<file path="config.mk">
export PLATFORM = sky130hd
export DESIGN_NAME = dsp_accum_round_sat_out
export DESIGN_NICKNAME = d
export VERILOG_FILES = /design/src/rtl/dsp_accum_out_pkg.sv /design/src/rtl/dsp_accum_out_fifo.sv /design/src/rtl/dsp_accum_round_sat_out.sv
export SDC_FILE = /design/constraint.sdc
export NUM_CORES = 1
export LEC_CHECK = 0
export CORE_MARGIN = 2
export CORE_UTILIZATION = 38
export CTS_CLUSTER_DIAMETER = 30
export DETAILED_ROUTE_END_ITERATION = 16
export PLACE_DENSITY = 0.57
export SLEW_MARGIN = 20
export SYNTH_ARGS = -nofsm -noshare
export SYNTH_HDL_FRONTEND = slang
export SYNTH_SLANG_ARGS = --single-unit
</file>
<file path="constraint.sdc">
create_clock -name clk -period 4.1 [get_ports clk]
set_input_delay 1.025 -clock clk [delete_from_list [all_inputs] [get_ports clk]]
set_output_delay 1.025 -clock clk [all_outputs]
set_load 0.01 [all_outputs]
</file>
<file path="src/rtl/dsp_accum_out_pkg.sv">
// dsp_accum_out_pkg: shared types, default widths and round/saturate helper for the accumulator output stage
package dsp_accum_out_pkg;
  localparam int DEF_IN_W = 38;
  localparam int DEF_OUT_W = 16;
  localparam int DEF_SHIFT = 12;
  localparam int DEF_FRAME_LEN = 8;
  localparam int DEF_FIFO_DEPTH = 4;
  localparam logic signed [DEF_IN_W:0] MAX_OUT = (DEF_IN_W+1)'(2**(DEF_OUT_W-1)-1);
  localparam logic signed [DEF_IN_W:0] MIN_OUT = (DEF_IN_W+1)'(-(2**(DEF_OUT_W-1)));
  typedef enum logic [1:0] {S_ACCUM, S_SAT, S_CLR} state_t;
  function automatic logic [DEF_OUT_W-1:0] sat_round(input logic signed [DEF_IN_W:0] v);
    return v > MAX_OUT ? MAX_OUT[DEF_OUT_W-1:0] : v < MIN_OUT ? MIN_OUT[DEF_OUT_W-1:0] : v[DEF_OUT_W-1:0];
  endfunction
endpackage

</file>
<file path="src/rtl/dsp_accum_out_fifo.sv">
// dsp_accum_out_fifo: first-word-fall-through FIFO that holds the last popped word when empty
module dsp_accum_out_fifo #(
  parameter int WIDTH = 16,
  parameter int DEPTH = 4
) (
  input  logic             clk,
  input  logic             rst,
  input  logic [WIDTH-1:0] data_in,
  input  logic             push,
  input  logic             pop,
  output logic [WIDTH-1:0] data_out,
  output logic             full,
  output logic             empty
);
  localparam int AW = $clog2(DEPTH);
  logic [WIDTH-1:0] mem [DEPTH];
  logic [WIDTH-1:0] last_q;
  logic [AW-1:0] wr_ptr, rd_ptr;
  logic [AW:0] count;
  logic do_push, do_pop;
  assign full = count == (AW+1)'(DEPTH);
  assign empty = count == '0;
  assign do_pop = pop && !empty;
  assign do_push = push && (!full || do_pop);
  assign data_out = empty ? last_q : mem[rd_ptr];
  // storage, wrapping pointers and occupancy; a full FIFO may push when the head leaves in the same cycle
  always_ff @(posedge clk or posedge rst)
    if (rst) begin
      for (int i = 0; i < DEPTH; i++) mem[i] <= '0;
      last_q <= '0;
      wr_ptr <= '0;
      rd_ptr <= '0;
      count <= '0;
    end else begin
      if (do_push) begin
        mem[wr_ptr] <= data_in;
        wr_ptr <= wr_ptr + 1'b1;
      end
      if (do_pop) begin
        last_q <= mem[rd_ptr];
        rd_ptr <= rd_ptr + 1'b1;
      end
      count <= count + {{AW{1'b0}}, do_push} - {{AW{1'b0}}, do_pop};
    end
endmodule

</file>
<file path="src/rtl/dsp_accum_round_sat_out.sv">
// dsp_accum_round_sat_out: frame-counted capture, round/saturate and FIFO output of a MAC accumulator (optional DSP_ACC_SAT_FLAG_EN sticky overflow flag)
module dsp_accum_round_sat_out
  import dsp_accum_out_pkg::*;
#(
  parameter int IN_W = DEF_IN_W,
  parameter int OUT_W = DEF_OUT_W,
  parameter int SHIFT = DEF_SHIFT,
  parameter int FRAME_LEN = DEF_FRAME_LEN,
  parameter int FIFO_DEPTH = DEF_FIFO_DEPTH
) (
  input  logic             clk,
  input  logic             reset,
  input  logic [IN_W-1:0]  acc_i,
  input  logic             acc_vld_i,
  output logic             acc_clr_o,
  output logic [OUT_W-1:0] out_data_o,
  output logic             out_valid_o,
  input  logic             out_ready_i,
  output logic             drop_o,
  output logic             overflow_o
);
  localparam int CW = $clog2(FRAME_LEN);
  localparam logic signed [IN_W:0] RND = {{IN_W{1'b0}}, 1'b1} << (SHIFT-1);
  state_t state;
  logic [CW-1:0] cnt;
  logic signed [IN_W:0] sum, rnd_q;
  logic [OUT_W-1:0] sat_v;
  logic push, pop, full, empty, clip;
  assign sum = $signed({acc_i[IN_W-1], acc_i}) + RND;
  assign sat_v = sat_round(rnd_q);
  assign clip = rnd_q > MAX_OUT || rnd_q < MIN_OUT;
  assign push = state == S_SAT;
  assign pop = out_valid_o && out_ready_i;
  assign out_valid_o = !empty;
  // frame FSM: count valid updates, capture the rounded sum on the last one, then push and request a clear
  always_ff @(posedge clk or posedge reset)
    if (reset) begin
      state <= S_ACCUM;
      cnt <= '0;
      rnd_q <= '0;
      acc_clr_o <= 1'b0;
      drop_o <= 1'b0;
    end else begin
      acc_clr_o <= state == S_SAT;
      drop_o <= push && full && !pop;
      case (state)
        S_ACCUM:
          if (acc_vld_i) begin
            cnt <= cnt + 1'b1;
            if (cnt == CW'(FRAME_LEN-1)) begin
              rnd_q <= sum >>> SHIFT;
              state <= S_SAT;
            end
          end
        S_SAT: state <= S_CLR;
        default: begin
          cnt <= '0;
          state <= S_ACCUM;
        end
      endcase
    end
`ifdef DSP_ACC_SAT_FLAG_EN
  // sticky clip flag, set even when the clipped sample is dropped
  always_ff @(posedge clk or posedge reset)
    if (reset) overflow_o <= 1'b0;
    else if (push && clip) overflow_o <= 1'b1;
`else
  assign overflow_o = 1'b0;
  logic unused_clip;
  assign unused_clip = clip;
`endif
  dsp_accum_out_fifo #(.WIDTH(OUT_W), .DEPTH(FIFO_DEPTH)) fifo (
    .clk(clk),
    .rst(reset),
    .data_in(sat_v),
    .push(push),
    .pop(pop),
    .data_out(out_data_o),
    .full(full),
    .empty(empty)
  );
endmodule

</file>
Yosys cells after proc, flatten, opt, wreduce, memory -nomap -nowiden
Cells that the tools add are included.
Widths: inputs -> output; s select.
{"block": "totals", "ff_bits": 121, "ram_bits": 0, "latchBits": 0, "output_inout_bits": 20, "input_bits": 42, "word_cells": 61, "rom_bits": 0, "memories": 0}
{"block": "op_classes", "n_shift": 0, "order_cmp": 5, "n_mul": 0, "div": 0, "mux": 14, "reduce_logical": 15, "n_bitwise": 3, "eq_ne": 5, "add_sub_neg": 6}
{"op": "$mux 16", "count": 6}
{"op": "$bwmux 64", "count": 1}
{"op": "$add 38x13->39 const B", "count": 1}
{"op": "$bmux 16 s2", "count": 1}
{"op": "$demux 16 s2", "count": 1}
{"op": "$gt 27x16->1 const B", "count": 1}
{"op": "$lt 27x16->1 const B", "count": 1}
{"op": "$eq 3x3->1 const B", "count": 2}
{"op": "$ge 3x3->1 const B", "count": 2}
{"op": "$logic_and 1x1->1", "count": 6}
{"op": "$not 2->3", "count": 2}
{"op": "$pmux 3 s2", "count": 1}
{"op": "$add 2x1->2 const B", "count": 2}
{"op": "$mux 2", "count": 2}
{"op": "$ne 2x2->1 const B", "count": 2}
{"op": "$pmux 2 s2", "count": 1}
{"op": "$reduce_and 2->1", "count": 2}
{"op": "$add 3x1->3", "count": 1}
{"op": "$add 3x1->3 const B", "count": 1}
{"op": "$logic_not 1->1", "count": 3}
{"op": "$logic_not 3->1", "count": 1}
{"op": "$lt 3x1->1 const B", "count": 1}
{"op": "$mux 3", "count": 1}
{"op": "$reduce_and 3->1", "count": 1}
{"op": "5 further kinds", "count": 5}

Depth between registers and ports, before layout
Gate-level depths: netlist (run 1).
{"block": "depth", "depth_word": 8, "ltp_mapped": 12}

Modules after synthesis
A second synthesis (run 1) with hierarchy kept.
{"block": "unflattened", "hier_cells": 472, "area_unflattened_um2": 6000.8}
{"module": "dsp_accum_out_fifo", "area_each_um2": 3985.1, "cells_each": 244, "n_inst": 1, "seq_area_each_um2": 2177.1}
{"module": "dsp_accum_round_sat_out", "area_each_um2": 2015.7, "cells_each": 228, "n_inst": 1, "seq_area_each_um2": 850.8}

Worst setup path before layout (run 1)
Ideal clock, no wire load.
{"block": "synth_path", "kind": "register -> output", "from": "register fifo.rd_ptr[0]", "to": "output out_data_o[3]", "path_stages_with_launch": 5, "setup_slack_ps": 1384, "n_path_buf": 2, "t_arrival_ps": 1691, "cell_sequence": "dfrtp_1 > buf_2 > buf_2 > mux4_2 > mux2_2"}
{"block": "synth_via", "elab_chain_cells": 5}
{"item": "start: declaration", "line": "dsp_accum_out_fifo.sv:18", "source": "logic [AW-1:0] wr_ptr, rd_ptr;"}
{"item": "start signal: assignment", "line": "dsp_accum_out_fifo.sv:41", "source": "rd_ptr <= rd_ptr + 1'b1;"}
{"item": "$not 2->3 (implied by the code)", "line": "dsp_accum_out_fifo.sv:25", "source": "assign data_out = empty ? last_q : mem[rd_ptr];"}
{"item": "$bmux 16 s2", "line": "dsp_accum_out_fifo.sv:25"}
{"item": "$mux 16 (implied by the code) (2 in series)", "line": "dsp_accum_out_fifo.sv:25"}
{"item": "$mux 16", "line": "dsp_accum_out_fifo.sv:25"}
{"item": "end: declaration", "line": "dsp_accum_round_sat_out.sv:16", "source": "output logic [OUT_W-1:0] out_data_o,"}
No other way between the ends. The select of a mux whose other input is x is not followed.

Worst setup path in the final report (run 1)
{"block": "layout_path", "from": "register fifo.rd_ptr[0]", "to": "output out_data_o[12]"}
Same word-level chain as after synthesis.

==> summary.txt, run 1 <==
Placement
  – Routability congestion estimate: around 0.76
  – DP Wirelength: 8150 microns
  – Pre-CTS setup slack: ~0.83 ns
  – I/O Buffers: 49

Setup path
  – Worst EP required: a little over 3 ns
  – CP Class: reg2out
  – Worst-path fanout max: 18
  – Worst Setup Start Kind: register
  – Crit path arrival time: between 2 and 2.5 ns
  – Crit end category: output port

Global route
  – Largest net degree at the start of global routing: between 60 and 70
  – First-pass GRT wire length: 20500 microns
  – GR Util All Layers: about 16%
  – GRT overflow: 0
  – Vias in the first global route: 3977
  – Initial antenna violation count: 0

Timing
  – Setup ws final: roughly 0.64 ns
  – Max_slew headroom: about 46%
  – Skew final: about 0.0067 ns
  – Fmax: between 200 and 300 MHz
  – Min Hold Slack: between 0.4 and 0.5 ns
  – Final Hold Vio Count: 0
  – RSZ-0062 raised after global routing: false
  – Final min period: around 3.5 ns
  – Max-slew violations: 0
  – Fin crit share: 84.4%
  – Worst-Margin Slew: roughly 0.81 ns
  – Final setup TNS: 0 ns
  – Setup Viol. Count Final: 0

Die
  – Initial Util: 39.0%
  – CORE AREA: ~15000 sq um
  – Die ar.: around 16000 sq um
  – Die width: between 100 and 150 microns
  – DIE HEIGHT: roughly 130 microns
  – Row count: 44
  – Boundary Pins: 62

Clock tree
  – Cts repair resizes: 0
  – CTS buffer count: 17
  – Cts hold-fix bufs: 0
  – Clk Latency, worst-skew pair: 0.40 ns
  – CTS H-tree depth: 4
  – Clk root buf: clkbuf_16
  – Clk slew on worst S/H paths: ~0.050 ns
  – CTS sink count: about 120
  – Setup Fix Bufs, Post-CTS: 0
  – Clock Path Buffers: 2
  – CTS tree: yes

Power
  – Total power: 0.00523 W
  – Leakage: a little over 3 nW
  – Worst VDD drop: 0.320 mV
  – PwrDens: 743 nW/um^2

Cells and area
  – Layout cells sized above 1: 17.9%
  – Final Util: 48.2%
  – Area Growth Syn to Fin: 23.5%
  – Nets: between 600 and 700
  – Ant diodes: 0

Synthesis
  – YS warnings: 0
  – Number of synthesized flops with an enable pin: 0
  – Main synth FF type: dfrtp_1
  – Asr flop ratio synth: 100%
  – Syn_nets: ~570
  – Average size of a mapped cell: ~11 sq um
  – Seq/Total Area, Yosys: 53.2%
  – Register bit count reported by yosys: roughly 120
  – Post-Syn Instances: between 500 and 600
  – Post-Syn Area: 5690 sq um
  – Library cells used by synthesis: 39

Drt
  – Final wirelength: between 10000 and 15000 microns
  – WL met3: about 630 microns
  – Vias per cell: a little over 5
  – Drt first pass iters: 4
  – DRC: 0
  – WL/cell: approximately 16 microns
  – Met2 routed WL: 5840 microns
  – Uppermost layer routed: met4
  – Total number of vias: between 3000 and 4000
  – Starting DRC count in detailed routing: 200
  – Met1 Routed Length: 5750 microns
  – ANT nets after route: 0

Status
  – Status: finished clean

Worst hold path
  – HP Class: reg2reg

Run
  – Max cap viols: 0
path summary, 6_finish.rpt:
path / from / endpoint / slack (ns) / cells past startpoint
worst min-delay path: fifo.mem[53]$_DFFE_PP0P_ / fifo.mem[53]$_DFFE_PP0P_ / 0.47 / 2
min in group asynchronous: reset / acc_clr_o$_DFF_PP0_ / 1.11 / 2
worst max-delay path: fifo.rd_ptr[0]$_DFFE_PP0P_ / out_data_o[12] / 0.64 / 4
worst min register to register: fifo.mem[53]$_DFFE_PP0P_ / fifo.mem[53]$_DFFE_PP0P_ / 0.47 / 2
worst max register to register: fifo.count[1]$_DFF_PP0_ / fifo.count[2]$_DFF_PP0_ / 1.14 / 10
max in group asynchronous: reset / fifo.mem[13]$_DFFE_PP0P_ / 2.20 / 3
metrics by stage:
step / std cells / instance area, sq um
floorplan: 520 / 5700
global placement: 742 / 6390
detailed placement: 742 / 6390
CTS: 772 / 7030
global route: 772 / 7030
finish: 772 / 7030
kinds of logic after synthesis:
family	synth area share [%]
compound gates	8.31
xor+xnor	4.77
fa+ha+maj	2.33
buf+inv	3.56
flops	53.2
mux	13.4
other cells	0.0659
simple gates	14.4
state kept, by name, indices dropped and copies added (netlist names):
name,count
cnt,3
acc_clr_o,1
fifo.wr_ptr,2
rnd_q,27
drop_o,1
fifo.last_q,16
fifo.mem,64
fifo.count,3
fifo.rd_ptr,2
state,2
power by group:
group / total [W] / leakage [nW] / switching, W / internal, W
logic: 0.00167 / 1.18 / 0.000810 / 0.000858
registers: 0.00198 / 1.56 / 0.000285 / 0.00169
clock network: 0.00158 / 0.314 / 0.000501 / 0.00108
per-layer routing:
layer,global-route usage (%),vias to the layer above
met5,0,-
met4,4.85,0
met3,4.01,11
met2,25.6,108
met1,22.6,1899
li1,-,1906
Yosys cell counts, drive strengths merged (2+ instances only):
library cell / count / area share [%]
and3: 2 / 0.22
mux2: 34 / 6.7
buf: 18 / 2.2
clkbuf: 9 / 0.59
nand3: 13 / 1.1
and2: 4 / 0.48
a21oi: 24 / 2.2
nor2: 45 / 3.0
nor3: 8 / 0.70
nand2: 78 / 5.1
and4: 4 / 0.66
mux2i: 2 / 0.35
nor4: 5 / 0.66
nor2b: 5 / 0.55
dfrtp: 121 / 53
nand4: 8 / 1.4
xnor2: 22 / 3.4
o21ai: 65 / 5.7
ha: 9 / 2.0
inv: 11 / 0.73
xor2: 9 / 1.4
mux4: 16 / 6.3
layout by cell type, fill, tap and decap left out, types with 2 or more instances in the layout:
master	instances
mux2_2	33
clkbuf_8	8
bufinv_16	3
nand4_4	2
nor3_1	8
nand3_1	13
clkbuf_16	17
and4_1	2
clkinvlp_4	2
mux2i_1	2
and2_2	2
and3_1	2
o21ai_0	65
clkdlybuf4s50_1	49
mux4_2	16
nor4_1	4
and4_2	2
nand4_1	6
nor2b_1	5
a21oi_2	2
dfrtp_1	121
ha_1	9
nor2_1	45
buf_4	15
nand2_1	78
inv_1	10
a21oi_1	22
and2_1	2
xnor2_1	22
xor2_1	9
layout make-up:
type | count | area, sq um
fill | 1361 | 7560
sequential | 121 | 3030
multi-input combinational | 361 | 2460
timing repair buffer | 65 | 623
clock buffer | 25 | 536
tap | 184 | 230
clock inverter | 5 | 106
inverter | 11 | 45.0
worst max-delay path, cell delays in order (launching register included):
cell             delay, ns
dfrtp_1               0.32
buf_4                 0.34
mux4_2                0.59
mux2_2                0.29
clkdlybuf4s50_1       0.48
(Power assumes the default switching activity.)
==> run 2: changes to the inputs <==
--- a/config.mk
+++ b/config.mk
@@ -9,7 +9,7 @@
 export CORE_UTILIZATION = 38
 export CTS_CLUSTER_DIAMETER = 30
 export DETAILED_ROUTE_END_ITERATION = 16
-export PLACE_DENSITY = 0.57
+export PLACE_DENSITY = 0.54
 export SLEW_MARGIN = 20
 export SYNTH_ARGS = -nofsm -noshare
 export SYNTH_HDL_FRONTEND = slang
==> constraint.sdc (replaced) <==
create_clock -name clk -period 3.3 [get_ports clk]
set_input_delay 0.825 -clock clk [delete_from_list [all_inputs] [get_ports clk]]
set_output_delay 0.825 -clock clk [all_outputs]
set_load 0.01 [all_outputs]
==> run 2 against run 1 <==
Effect of this change:
- total power increased by 22%
- largest power group unchanged
- sequential power increased by 23%
- clock skew decreased by 0.0018 ns
- sequential share of layout area decreased by 0.21 points
- critical path depth unchanged
- cell count increased by 0.26%
- core utilization increased by 0.23 points
==> summary.txt, run 2 (synthesis results as in run 1) <==
Timing
  – Fmax: approximately 320 MHz
  – Final min period: 3.14 ns
  – Setup Viol. Count Final: 0
  – Final Hold Vio Count: 0
  – RSZ-0062 raised after global routing: false
  – Setup ws final: roughly 0.16 ns
  – Fin crit share: a little over nine tenths
  – Skew final: slightly below 0.005 ns
  – Final setup TNS: 0 ns
  – Max_slew headroom: ~53%
  – Max-slew violations: 0
  – Worst-Margin Slew: about 0.70 ns

Drt
  – Drt first pass iters: 4
  – ANT nets after route: 0
  – WL/cell: 15.6 microns
  – Total number of vias: 3919
  – Final wirelength: approximately 12000 microns
  – Starting DRC count in detailed routing: 229
  – Vias per cell: just over 5
  – DRC: 0

Power
  – Clock Power Share: approximately 29%
  – PwrDens: approximately 900 nW/um^2
  – Switching share of power: just over 30%
  – Worst VDD drop: ~0.37 mV
  – Internal Power: around 0.0044 W
  – Sequential power share: between 30% and 40%
  – Comb power frac: ~33%
  – Switching power: approximately 0.002 W
  – Leakage: 3.07 nW

Cells and area
  – Layout cells sized above 1: 18.5%
  – Most frequent cells in the layout: dfrtp_1 (121), nand2_1 (78), o21ai_0 (65)
  – Biggest register: fifo.mem
  – Most common cell after layout, fill and taps aside: dfrtp_1
  – Largest regs: fifo.mem: 64 flops, rnd_q: 27 flops, fifo.last_q: 16 flops
  – Area Growth Syn to Fin: 24.1%
  – Ant diodes: 0
  – Nets: between 600 and 700
  – Fillers: roughly 1300
  – Max reg flops: 64

Status
  – Status: finished clean

Die
  – CORE AREA: around 15000 sq um
  – Row count: 44
  – DIE HEIGHT: roughly 130 microns
  – Die ar.: roughly 16000 sq um
  – Boundary Pins: 62
  – Initial Util: between 30% and 40%
  – Die width: about 130 microns

Placement
  – I/O Buffers: between 40 and 50
  – DP Wirelength: 8360 microns
  – Pre-CTS setup slack: about 0.46 ns
  – Routability congestion estimate: roughly 0.74

Worst hold path
  – HP Class: reg2reg
  – Hold Crit Depth: 2

Setup path
  – Crit path arrival time: roughly 2.3 ns
  – Worst Setup Start Kind: register
  – Worst reg-to-reg path cell count: 9
  – CP Class: reg2out
  – Worst-path fanout max: 18
  – Worst EP required: between 2 and 2.5 ns
  – Crit end category: output port

Clock tree
  – Clk Latency, worst-skew pair: ~0.41 ns
  – Clk root buf: clkbuf_16
  – CTS H-tree depth: 4
  – CTS tree: yes
  – Cts hold-fix bufs: 0
  – CTS buffer count: 17
  – Clock Path Buffers: 2
  – CTS sink count: 121
  – Clk slew on worst S/H paths: around 0.050 ns

Global route
  – Initial antenna violation count: 0
  – GR Util met1: 21.4%
  – GR Util All Layers: 16.3%
  – First-pass GRT wire length: 20400 microns
  – Vias in the first global route: 4142
  – Busiest grt layer: met2
  – GRT overflow: 0
  – GR Layer Usage met2: a little over a quarter
  – Largest net degree at the start of global routing: 50
  – Met3 usage: 3.54%

Run
  – Max cap viols: 0
[run 2: cell count changes in the layout (fill, tap and decap cells not counted)]
cell	change
clkinv_4	-1
clkbuf_8	+1
clkinv_2	+4
or3_1	-1
and3b_1	-1
buf_4	-5
and3b_2	+1
bufinv_16	-2
or3_4	+1
buf_12	+5
[run 2: path summary, 6_finish.rpt]
kind	endpoint	start	slack (ns)
hold reg to reg	fifo.mem[8]$_DFFE_PP0P_	fifo.mem[8]$_DFFE_PP0P_	0.47
hold / removal	fifo.mem[8]$_DFFE_PP0P_	fifo.mem[8]$_DFFE_PP0P_	0.47
min in group asynchronous	state[0]$_DFFE_PP0P_	reset	0.88
setup / recovery	out_data_o[12]	fifo.rd_ptr[0]$_DFFE_PP0P_	0.16
setup reg to reg	fifo.count[2]$_DFF_PP0_	fifo.count[1]$_DFF_PP0_	0.87
max in group asynchronous	fifo.mem[13]$_DFFE_PP0P_	reset	1.74
[run 2: repair_timing]
item                                    CTS  global route
resized for setup                         0             2
endpoints found under the setup margin    0            16
hold endpoints to repair                  0             0
setup buffers                             0             0
[run 2: power groups by stage]
stage | Sequential (W) | Combinational (W) | Clock [W]
5_1_grt | 0.00253 | 0.00237 | 0.00195
3_3_place_gp | 0.00243 | 0.00207 | 0
6_report | 0.00244 | 0.00210 | 0.00184
3_5_place_dp | 0.00247 | 0.00213 | 0
4_1_cts | 0.00245 | 0.00214 | 0.00188
2_1_floorplan | 0.00236 | 0.00148 | 0
[run 2: critical path: stages (launching register included)]
cell and delay [ns]:
dfrtp_1 0.36, buf_12 0.20, mux4_2 0.57, mux2_2 0.29, clkdlybuf4s50_1 0.48
[run 2: layout make-up]
cell class	count	area, sq um	area share, %
sequential	121	3030	42.9
clock buffer	26	549	7.78
clock inverter	6	57.6	0.815
multi-input combinational	361	2470	34.9
timing repair buffer	65	686	9.71
inverter	11	45.0	0.638
tap	184	230	3.26
[run 2: stage by stage]
step | hold WS, ns | total power (W) | util (%) | instances | instance area (sq um)
after detailed placement | 0.465 | 0.00460 | 44.2 | 742 | 6450
final | 0.472 | 0.00638 | 48.4 | 774 | 7060
after global placement | 0.456 | 0.00450 | 44.2 | 742 | 6450
after floorplan | 0.445 | 0.00384 | - | 520 | 5700
after CTS | 0.477 | 0.00646 | 48.4 | 774 | 7060
after global routing | 0.499 | 0.00684 | 48.4 | 774 | 7060
[run 2: routing by layer]
metal / part of all wire (%) / wire length [microns]
met5: 0 / 0
met4: 2.0 / 241
met3: 3.8 / 463
met2: 47 / 5670
met1: 47 / 5700
==> run 3: changes to the inputs <==
--- a/config.mk
+++ b/config.mk
@@ -6,10 +6,10 @@
 export NUM_CORES = 1
 export LEC_CHECK = 0
 export CORE_MARGIN = 2
-export CORE_UTILIZATION = 38
+export CORE_UTILIZATION = 45
 export CTS_CLUSTER_DIAMETER = 30
 export DETAILED_ROUTE_END_ITERATION = 16
-export PLACE_DENSITY = 0.54
+export PLACE_DENSITY = 0.66
 export SLEW_MARGIN = 20
 export SYNTH_ARGS = -nofsm -noshare
 export SYNTH_HDL_FRONTEND = slang
==> run 3 against run 2 <==
Effect of this change:
- fmax fell by 1.7%
- global-route usage rose by 2.8 points
- first-iteration DRC count down 33%
- total power down 1.5%
- combinational power is essentially flat
- critical endpoint is now out_data_o[11]
- register-to-register slack worse by 0.27 ns
- die area fell by 15%
==> summary.txt, run 3 (synthesis results as in run 1) <==
Status
  – Status: finished clean

Cells and area
  – Nets: between 600 and 700
  – Max reg flops: 64
  – Layout cells sized above 1: 17.9%
  – Post-Layout Inst Area: ~7000 sq um
  – Ant diodes: 0
  – Largest regs: fifo.mem: 64 flops, rnd_q: 27 flops, fifo.last_q: 16 flops
  – Most common cell after layout, fill and taps aside: dfrtp_1
  – Fillers: roughly 1100
  – Area Growth Syn to Fin: 22.7%
  – Biggest register: fifo.mem
  – Most frequent cells in the layout: dfrtp_1 (121), nand2_1 (78), o21ai_0 (65)
  – Final Util: between 50% and 60%

Clock tree
  – CTS buffer count: 17
  – Clock Path Buffers: 2
  – Cts repair resizes: 0
  – Setup Fix Bufs, Post-CTS: 0
  – Clk slew on worst S/H paths: 0.06 ns
  – Clk root buf: clkbuf_16
  – CTS H-tree depth: 4
  – Cts hold-fix bufs: 0
  – CTS tree: yes
  – CTS sink count: 121
  – Clk Latency, worst-skew pair: 0.41 ns

Die
  – Boundary Pins: just over 60
  – CORE AREA: 12500 sq um
  – Initial Util: between 40% and 50%
  – Row count: 41
  – Die width: between 100 and 150 microns
  – DIE HEIGHT: roughly 120 microns
  – Die ar.: about 14000 sq um

Drt
  – WL/cell: 15.2 microns
  – DRC: 0
  – Final wirelength: 11600 microns
  – Starting DRC count in detailed routing: approximately 150
  – ANT nets after route: 0
  – Drt first pass iters: 4
  – Vias per cell: approximately 5.2
  – Total number of vias: approximately 4000

Timing
  – Final min period: 3.20 ns
  – Fin crit share: between 90 and 100%
  – Fmax: around 310 MHz
  – Max_slew headroom: roughly 41%
  – Min Hold Slack: 0.473 ns
  – Final setup TNS: 0 ns
  – Setup Viol. Count Final: 0
  – Final Hold Vio Count: 0
  – Worst-Margin Slew: between 0.8 and 0.9 ns
  – Skew final: between 0.008 and 0.009 ns
  – Max-slew violations: 0
  – RSZ-0062 raised after global routing: false

Global route
  – Largest net degree at the start of global routing: 43
  – GR Util All Layers: about a fifth
  – First-pass GRT wire length: between 15000 and 20000 microns
  – GRT overflow: 0
  – Initial antenna violation count: 0
  – Vias in the first global route: between 3000 and 4000

Setup path
  – Worst path cell trace: or3_2, mux2_2, clkdlybuf4s50_1
  – Worst EP required: 2.47 ns
  – CP Class: reg2out
  – Slowest cell on crit path: or3_2
  – Crit path arrival time: approximately 2.4 ns
  – Worst-path fanout max: 18
  – CP max stage delay: about 0.7 ns
  – Crit end category: output port
  – Worst Setup Start Kind: register

Power
  – Switching power: between 0.0015 and 0.002 W
  – Clock Power Share: 27.8%
  – Leakage: around 3 nW
  – Internal Power: about 0.0043 W
  – Comb power frac: roughly a third
  – PwrDens: 900 nW/um^2
  – Sequential power share: 39.0%
  – Switching share of power: between 30 and 40%
  – Total power: ~0.0063 W
  – Worst VDD drop: roughly 0.37 mV

Run
  – Max cap viols: 0

Placement
  – Placed Area: around 6400 sq um
  – DP Wirelength: slightly below 8000 microns
  – I/O Buffers: between 40 and 50
  – Routability congestion estimate: just under 0.8

Worst hold path
  – HP Class: reg2reg
==> run 3: final cells by class <==
type | instances | area (sq um) | share of cell area, %
clock inverter | 10 | 100 | 1.43
timing repair buffer | 66 | 668 | 9.57
multi-input combinational | 361 | 2460 | 35.3
clock buffer | 22 | 464 | 6.65
inverter | 11 | 45.0 | 0.645
tap | 172 | 215 | 3.08
sequential | 121 | 3030 | 43.4
==> run 3: through the flow <==
stage / worst slack (ns) / std cells
6_report: 0.100 / 763
3_3_place_gp: 0.493 / 731
4_1_cts: 0.0302 / 763
3_5_place_dp: 0.485 / 731
5_1_grt: 0.0278 / 763
2_1_floorplan: 0.719 / 520
==> run 3: metal layers <==
metal  routed length, microns  vias up  GRT usage, %
met4                      158        0          6.83
met2                     5540      121          30.9
met3                      733       13          4.57
met5                        0        -             0
met1                     5170     1900          25.4
li1                         -     1924             -
==> run 3: power by group through the flow <==
stage	clock network (W)	registers, W	logic [W]
2_1_floorplan	0	0.00236	0.00148
3_3_place_gp	0	0.00242	0.00204
3_5_place_dp	0	0.00247	0.00210
4_1_cts	0.00178	0.00246	0.00212
5_1_grt	0.00186	0.00253	0.00234
6_report	0.00175	0.00245	0.00209
==> run 3: worst max-delay path: cells and delay by family (launching register included) <==
kind,cells,cell delay [ns]
buffers and inverters,1,0.53
flip-flops,1,0.43
multiplexers,1,0.30
AND/OR/NAND/NOR,1,0.69
==> run 3: path summary, 6_finish.rpt <==
check / startpoint / endpoint / slack, ns / cells past startpoint
worst max-delay path: fifo.count[1]$_DFF_PP0_ / out_data_o[11] / 0.10 / 3
worst min-delay path: fifo.mem[23]$_DFFE_PP0P_ / fifo.mem[23]$_DFFE_PP0P_ / 0.47 / 2
worst max register to register: fifo.count[1]$_DFF_PP0_ / fifo.count[2]$_DFF_PP0_ / 0.60 / 9
worst min register to register: fifo.mem[23]$_DFFE_PP0P_ / fifo.mem[23]$_DFFE_PP0P_ / 0.47 / 2
max in group asynchronous: reset / fifo.mem[62]$_DFFE_PP0P_ / 1.69 / 3
min in group asynchronous: reset / cnt[0]$_DFFE_PP0P_ / 0.94 / 2
